$ cat src/rtl/mem_pkg.sv
// Shared definitions for the memory burst master: access-size encodings,
// controller states, beat-count helper and the default lowest legal address.
package mem_pkg;

  localparam logic [1:0] sz_word  = 2'b00;
  localparam logic [1:0] sz_4word = 2'b01;
  localparam logic [1:0] sz_8word = 2'b10;
  localparam logic [1:0] sz_byte  = 2'b11;

  localparam logic [31:0] BASE_ADDR_DEFAULT = 32'h8002_0000;

  typedef enum logic [2:0] {
    IDLE   = 3'd0,
    ACCESS = 3'd1,
    WAIT   = 3'd2,
    DONE   = 3'd3,
    ERR    = 3'd4
  } state_t;

  // Number of memory cycles a request of the given size occupies.
  function automatic logic [3:0] beats_of(input logic [1:0] size);
    logic [3:0] n;
    case (size)
      sz_4word: n = 4'd4;
      sz_8word: n = 4'd8;
      sz_word:  n = 4'd1;
      sz_byte:  n = 4'd1;
      default:  n = 4'd1;
    endcase
    return n;
  endfunction

endpackage

$ cat src/rtl/mem_beat_counter.sv
// Loadable 4-bit down-counter with a zero flag; counts the ACCESS cycles
// of one request.
module mem_beat_counter (
  input  logic       clk,
  input  logic       rst,
  input  logic       load,
  input  logic [3:0] load_val,
  input  logic       dec,
  output logic [3:0] count,
  output logic       zero
);

  // Load has priority; decrement saturates at zero.
  always_ff @(posedge clk or posedge rst) begin
    if (rst) begin
      count <= 4'd0;
    end else if (load) begin
      count <= load_val;
    end else if (dec && (count != 4'd0)) begin
      count <= count - 4'd1;
    end else begin
      count <= count;
    end
  end

  assign zero = (count == 4'd0);

endmodule

$ cat src/rtl/mem_burst_master.sv
// Initiator-side controller for the instruction/data memory port.
// Accepts one byte/word/4-word/8-word request at a time, drives the memory
// for N cycles, returns read beats one cycle later and pops write beats.
// Optional build macro MEM_ALIGN_CHECK_EN: when defined, misaligned word and
// burst requests are rejected; otherwise their low address bits are cleared.
module mem_burst_master
  import mem_pkg::*;
#(
  parameter int               ADDR_W    = 32,
  parameter int               DATA_W    = 32,
  parameter logic [ADDR_W-1:0] BASE_ADDR = ADDR_W'(BASE_ADDR_DEFAULT)
) (
  input  logic              clk,
  input  logic              rst,
  input  logic              req_valid,
  output logic              req_ready,
  input  logic [ADDR_W-1:0] req_addr,
  input  logic [1:0]        req_size,
  input  logic              req_wr,
  input  logic [DATA_W-1:0] wr_data,
  output logic              wr_pop,
  output logic [DATA_W-1:0] rd_data,
  output logic              rd_valid,
  output logic              rd_last,
  output logic              done,
  output logic              err,
  output logic [ADDR_W-1:0] mem_addr,
  output logic [DATA_W-1:0] mem_data_in,
  output logic [1:0]        mem_access_size,
  output logic              mem_rd_wr,
  output logic              mem_enable,
  input  logic [DATA_W-1:0] mem_data_out,
  input  logic              mem_busy
);

  state_t            state_q, state_d;
  logic [ADDR_W-1:0] addr_q;
  logic [1:0]        size_q;
  logic              wr_q;
  logic              rd_valid_q;
  logic              ready_s;
  logic              accept_s;
  logic              illegal_s;
  logic              misalign_s;
  logic [ADDR_W-1:0] addr_in_s;
  logic [3:0]        cnt_s;
  logic              cnt_zero_s;

  assign ready_s  = (state_q == IDLE) & ~mem_busy & ~rst;
  assign accept_s = ready_s & req_valid;

`ifdef MEM_ALIGN_CHECK_EN
  assign misalign_s = (req_size != sz_byte) && (req_addr[1:0] != 2'b00);
  assign addr_in_s  = req_addr;
`else
  assign misalign_s = 1'b0;
  assign addr_in_s  = (req_size == sz_byte) ? req_addr
                                            : {req_addr[ADDR_W-1:2], 2'b00};
`endif

  assign illegal_s = (req_addr < BASE_ADDR) | misalign_s;

  mem_beat_counter u_cnt (
    .clk      (clk),
    .rst      (rst),
    .load     (accept_s),
    .load_val (beats_of(req_size)),
    .dec      (state_q == ACCESS),
    .count    (cnt_s),
    .zero     (cnt_zero_s)
  );

  // State register.
  always_ff @(posedge clk or posedge rst) begin
    if (rst) begin
      state_q <= IDLE;
    end else begin
      state_q <= state_d;
    end
  end

  // Capture the request attributes at acceptance; held for the whole request.
  always_ff @(posedge clk or posedge rst) begin
    if (rst) begin
      addr_q <= '0;
      size_q <= 2'b00;
      wr_q   <= 1'b0;
    end else if (accept_s) begin
      addr_q <= addr_in_s;
      size_q <= req_size;
      wr_q   <= req_wr;
    end
  end

  // Read pipe: memory answers one cycle after each read ACCESS cycle.
  always_ff @(posedge clk or posedge rst) begin
    if (rst) begin
      rd_valid_q <= 1'b0;
    end else begin
      rd_valid_q <= (state_q == ACCESS) & ~wr_q;
    end
  end

  // Next-state and memory-side outputs.
  always_comb begin
    state_d         = state_q;
    mem_enable      = 1'b0;
    mem_addr        = '0;
    mem_access_size = 2'b00;
    mem_rd_wr       = 1'b0;
    mem_data_in     = '0;
    wr_pop          = 1'b0;
    done            = 1'b0;
    err             = 1'b0;
    case (state_q)
      IDLE: begin
        if (accept_s) begin
          state_d = illegal_s ? ERR : ACCESS;
        end else begin
          state_d = IDLE;
        end
      end
      ACCESS: begin
        mem_enable      = 1'b1;
        mem_addr        = addr_q;
        mem_access_size = size_q;
        mem_rd_wr       = ~wr_q;
        if (wr_q) begin
          wr_pop      = 1'b1;
          mem_data_in = (size_q == sz_byte) ? {{(DATA_W-8){1'b0}}, wr_data[7:0]}
                                            : wr_data;
        end else begin
          wr_pop      = 1'b0;
        end
        if (cnt_s == 4'd1) begin
          state_d = wr_q ? DONE : WAIT;
        end else begin
          state_d = ACCESS;
        end
      end
      WAIT: begin
        state_d = DONE;
      end
      DONE: begin
        done    = 1'b1;
        state_d = IDLE;
      end
      ERR: begin
        done    = 1'b1;
        err     = 1'b1;
        state_d = IDLE;
      end
      default: begin
        state_d = IDLE;
      end
    endcase
  end

  assign req_ready = ready_s;
  assign rd_valid  = rd_valid_q;
  // The counter has reached zero exactly when the final beat is presented.
  assign rd_last   = rd_valid_q & cnt_zero_s;
  // Byte reads mask the memory's undriven upper lanes.
  assign rd_data   = !rd_valid_q ? '0 :
                     (size_q == sz_byte) ? {{(DATA_W-8){1'b0}}, mem_data_out[7:0]}
                                         : mem_data_out;

endmodule

$ cat config.mk
export PLATFORM = sky130hd
export DESIGN_NAME = mem_burst_master
export DESIGN_NICKNAME = d
export VERILOG_FILES = /design/src/rtl/mem_pkg.sv /design/src/rtl/mem_beat_counter.sv /design/src/rtl/mem_burst_master.sv
export SDC_FILE = /design/constraint.sdc
export NUM_CORES = 1
export LEC_CHECK = 0
export BUFFER_PORTS_ARGS = -buffer_cell sky130_fd_sc_hd__buf_2
export CORE_UTILIZATION = 31
export CTS_BUF_LIST = sky130_fd_sc_hd__clkbuf_8
export DETAILED_ROUTE_END_ITERATION = 10
export HOLD_SLACK_MARGIN = 0.06
export PLACE_DENSITY = 0.69
export SYNTH_ARGS = -nofsm -noshare
export SYNTH_HDL_FRONTEND = slang
export SYNTH_SLANG_ARGS = --single-unit
$ cat constraint.sdc
create_clock -name clk -period 3.42 [get_ports clk]
set_input_delay 0.513 -clock clk [delete_from_list [all_inputs] [get_ports clk]]
set_output_delay 0.513 -clock clk [all_outputs]
set_load 0.005 [all_outputs]
Word level (Yosys, flattened, before mapping)

Index checks and enable logic that the tools add are counted.

Flip-flop bits (word level): 43
Bits in latches: 0
Memory bits (writable): 0
Memory bits (read-only): 0
Input port bits: 103
Output and inout bits: 106
Memories: 0

$add $sub $neg: 1
$mul: 0
Divide/modulo/power cells: 0
Order comparisons: 1
Equal/unequal tests: 9
Shift operators: 0
Mux-type cells: 22
Bitwise gates (word level): 8
Reduce and logical (&&, ||, !) cells: 8

Operators with widths:

| cell                   | number |
|---|---|
| $mux W32               | 6 |
| $lt A32 B32 Y1 const B | 1 |
| $pmux W4 S3            | 1 |
| $pmux W3 S3            | 1 |
| $mux W4                | 2 |
| $mux W1                | 7 |
| $eq A2 B2 Y1 const B   | 3 |
| $eq A3 B2 Y1 const B   | 2 |
| $mux W2                | 3 |
| $mux W3                | 2 |
| $and A1 B1 Y1          | 5 |
| $eq A4 B1 Y1 const B   | 1 |
| $logic_not A4 Y1       | 1 |
| $reduce_bool A4 Y1     | 1 |
| $reduce_or A2 Y1       | 2 |
| $sub A4 B1 Y4 const B  | 1 |
| $eq A3 B1 Y1 const B   | 1 |
| $eq A3 B3 Y1 const B   | 1 |
| $logic_not A3 Y1       | 1 |
| $not A1 Y1             | 3 |
| $eq A2 B1 Y1 const B   | 1 |
| $logic_not A2 Y1       | 1 |
| $reduce_bool A2 Y1     | 1 |
| $logic_and A1 B1 Y1    | 1 |

Longest topological paths before layout

Word-level depth: 6
Mapped depth: 7
Mapped depth without buffers: 5

Cells and area by module

Synthesis repeated with hierarchy kept, for this count alone.

Cell total of the unflattened synthesis: 256
Area, all modules: 2721.4 um^2

Modules (own cells, without submodules):

| module           | instances | cells each | area each (um^2) | seq. area each (um^2) |
|---|---|---|---|---|
| mem_burst_master | 1         | 228        | 2459.9           | 975.9 |
| mem_beat_counter | 1         | 28         | 261.5            | 100.1 |

Worst setup path after synthesis

No wires, ideal clock.

Path type: input -> output
Start point: input port rst
End point: output port req_ready
Data arrival time: 1.681 ns
Slack: 1.226 ns
Stages: 2
Cells stage by stage: inv_1 > and2_1

Cells in the longest elaborated chain, start to end: 2

RTL lines:

| what            | line                   | text |
|---|---|---|
| start, declared | mem_burst_master.sv:14 | `input logic rst,` |
| $not A1 Y1      | mem_burst_master.sv:49 | `assign ready_s = (state_q == IDLE) & ~mem_busy & ~rst;` |
| $and A1 B1 Y1   | mem_burst_master.sv:49 |  |
| end, declared   | mem_burst_master.sv:16 | `output logic req_ready,` |

No other way between the ends.

Worst setup path in the final report

Start point: register state_q[1]
End point: output port mem_data_in[13]

Cells in the longest elaborated chain, start to end: 2

RTL lines:

| what                   | line                    | text |
|---|---|---|
| start, declared        | mem_burst_master.sv:36  | `state_t state_q, state_d;` |
| start signal, assigned | mem_burst_master.sv:78  | `state_q <= state_d;` |
| $eq A3 B1 Y1           | mem_burst_master.sv:115 | `case (state_q)` |
| $mux W32               | mem_burst_master.sv:115 |  |
| end, declared          | mem_burst_master.sv:28  | `output logic [DATA_W-1:0] mem_data_in,` |

No other way between the ends.

==> flow_metrics.tcl <==
set metrics [dict create \
    status "complete, no violations" \
    final_cell_area_um2 3796 \
    synthArstFlopShare_pct 100.0 \
    post_cts_resized 0 \
    die_w_um 94.07 \
    rr_startpoint "state_q[1]" \
    p_seq_share_pct 36.3 \
    final.setup.tns_ps 0 \
    clock_latency_ps 290 \
    core_um2 8217 \
    holdBufCountCts 0 \
    intPower_mw 1.650 \
    wirelength_um 7819 \
    critical_path_class "flip-flop to primary output" \
    wire_per_inst_um 13.99 \
    post_dp_cell_area_um2 3694 \
    worst_slew_pin_slew_ps 760.4 \
    end_kind "primary output" \
    cellPowerDensity_nw_per_um2 681.8 \
    grt_pass1_vias 2353 \
    grt_overflow 0 \
    drt_first_pass_iters 4 \
    cap_violations 0 \
    numCtsBuffers 5 \
    synth_top_area_share_pct 40.95 \
    postCtsSetupBuffers 0 \
    ys_ff_latch 43 \
    cp.arrival_ps 2220 \
    synth_ff_type "dfrtp_1" \
    dieArea_um2 8848 \
    finalSetupViolCount 0 \
    path_clk_slew_ps 70 \
    synth_warnings 0 \
    slew_violations 0 \
    ant_nets 0 \
    synth_area_per_cell_um2 10.26 \
    syn_inst 256 \
    grt_max_degree 49 \
    htreeDepth 2 \
    rows 33 \
    initial_core_util_pct 31.98 \
    period_share_pct 79.88 \
    synth_nets 365 \
    fin_crit_ps 2732 \
    viasPerCell 4.701 \
    fp.dieH_um 94.07 \
    p_leak_nw 2.269 \
    yosysUniqueCellTypes 41 \
    areaGrowthSynthToFinish_pct 44.48 \
    power_mw 2.588 \
    antenna_found_initial 0 \
    ios 209 \
    p_switching_uw 937.8 \
    fin_cells 559 \
    layout-drive-gt1-share_pct 55.95 \
    power.clock.fraction_pct 14.6 \
    io_buffers 208 \
    synth_edf_count 0 \
    diodes 0 \
    hp-class "input pin to async pin" \
    seq_area_frac_synth_pct 40.95 \
    finalHoldViolCount 0 \
    cp.required_ps 2910 \
    switching_share_pct 36.23 \
    vias 2628 \
    p_comb_share_pct 49.1 \
    synth_area_um2 2628 \
    skew_ps 5.409 \
    fin_util_pct 46.20 \
    ir_drop_v 0.0003077 \
    grtUsageTotal_pct 16.63 \
    grt_pass1_wl_um 11360 \
    place_inst 552 \
    root_buffer "clkbuf_8" \
    yosys.area.top_type "dfrtp_1" \
    clock-sinks 43 \
    clock_path_buffers 2 \
    fmax_mhz 366.0 \
    drc_errors 0 \
    cts_tree "built" \
    rsz0062_at_grt "false" \
    relSlewSlack_pct 49.13 \
    crit_fanout 48 \
    drtIter0Drc 72 \
    startpoint "state_q[1]" \
    startpoint_type "flip-flop" \
    finalNetCount 563 \
    place_congestion 0.8077 \
    fillers 823 \
    netlist_top_cells_area "dfrtp_1 41%, and2_1 16%, mux2_2 14%" \
]
## logic make-up after synthesis
| group | share of synthesized area [%] |
|---|---|
| fa+ha+maj | 2.857 |
| compound gates | 3.429 |
| simple gates | 31.90 |
| buf+inv | 5.952 |
| flops | 40.95 |
| mux | 14.90 |
## worst max-delay path: stages (launching register included)
cell,delay (ps)
dfrtp_1,450
or3b_1,560
inv_6,290
and3_4,350
and2_1,160
buf_2,110
## placed cells by master, fill, tap and decap left out, types with 2 or more instances in the layout
cell      count
buf_2       208
and2_1       68
dfrtp_1      43
and3_1       33
mux2_2       32
inv_1         9
nor2_1        9
ha_1          6
clkbuf_8      5
nand2_1       4
nor4_1        3
and2b_1       2
mux2i_1       2
nand3_1       2
nor2b_1       2
a221o_1       2
## final timing paths
kind / to / slack (ps) / cells after the start
max in group asynchronous: addr_q[8] / 2670 / 3
min in group clk: addr_q[2] / 430 / 2
worst max register to register: addr_q[2] / 1350 / 3
worst min register to register: addr_q[2] / 490 / 1
worst min-delay path: state_q[1] / 360 / 3
worst max-delay path: mem_data_in[13] / 690 / 5
## flip-flops by register name (all words and copies together), names as in the netlist
name         count
rd_valid         1
state_q          3
wr_q             1
u_cnt.count      4
addr_q          32
size_q           2
## stage by stage
stage                     setup slack (ps)  hold WS [ps]
after floorplan                       1226         455.6
after global placement                1083         466.7
after detailed placement             987.0         483.3
after CTS                            668.7         387.0
after global routing                 558.5         417.0
final                                688.0         364.6
## power groups by stage
stage | Sequential (mW) | Combinational (mW) | Clock (mW)
after floorplan | 0.865 | 0.884 | 0
after global placement | 0.933 | 1.26 | 0
after detailed placement | 0.951 | 1.29 | 0
after CTS | 0.941 | 1.29 | 0.390
after global routing | 0.977 | 1.42 | 0.404
final | 0.939 | 1.27 | 0.377
## per-layer routing
metal	share of wire, %	GRT usage (%)
met5	0	0
met3	6.8	2.913
met1	39	18.95
met2	52	31.20
met4	2.0	5.128
## layout make-up
cell class	instances	area (um^2)	share of cell area, %
clock buffers	5	68.82	1.813
clock inverters	2	33.78	0.8899
inverters	10	42.54	1.121
multi-input cells	185	1395	36.75
flip-flops and latches	43	1076	28.35
well taps	105	131.4	3.461
repair buffers	209	1049	27.62
## Yosys cell counts (3+ instances only)
cell type,n
inv_1,9
ha_1,6
mux2_2,32
and3_1,33
nand2_1,4
dfrtp_1,43
and2_1,68
clkbuf_1,6
nor4_1,3
nor2_1,9
buf_2,5
buf_6,3
Note: power is estimated with default switching activity, not from simulation.
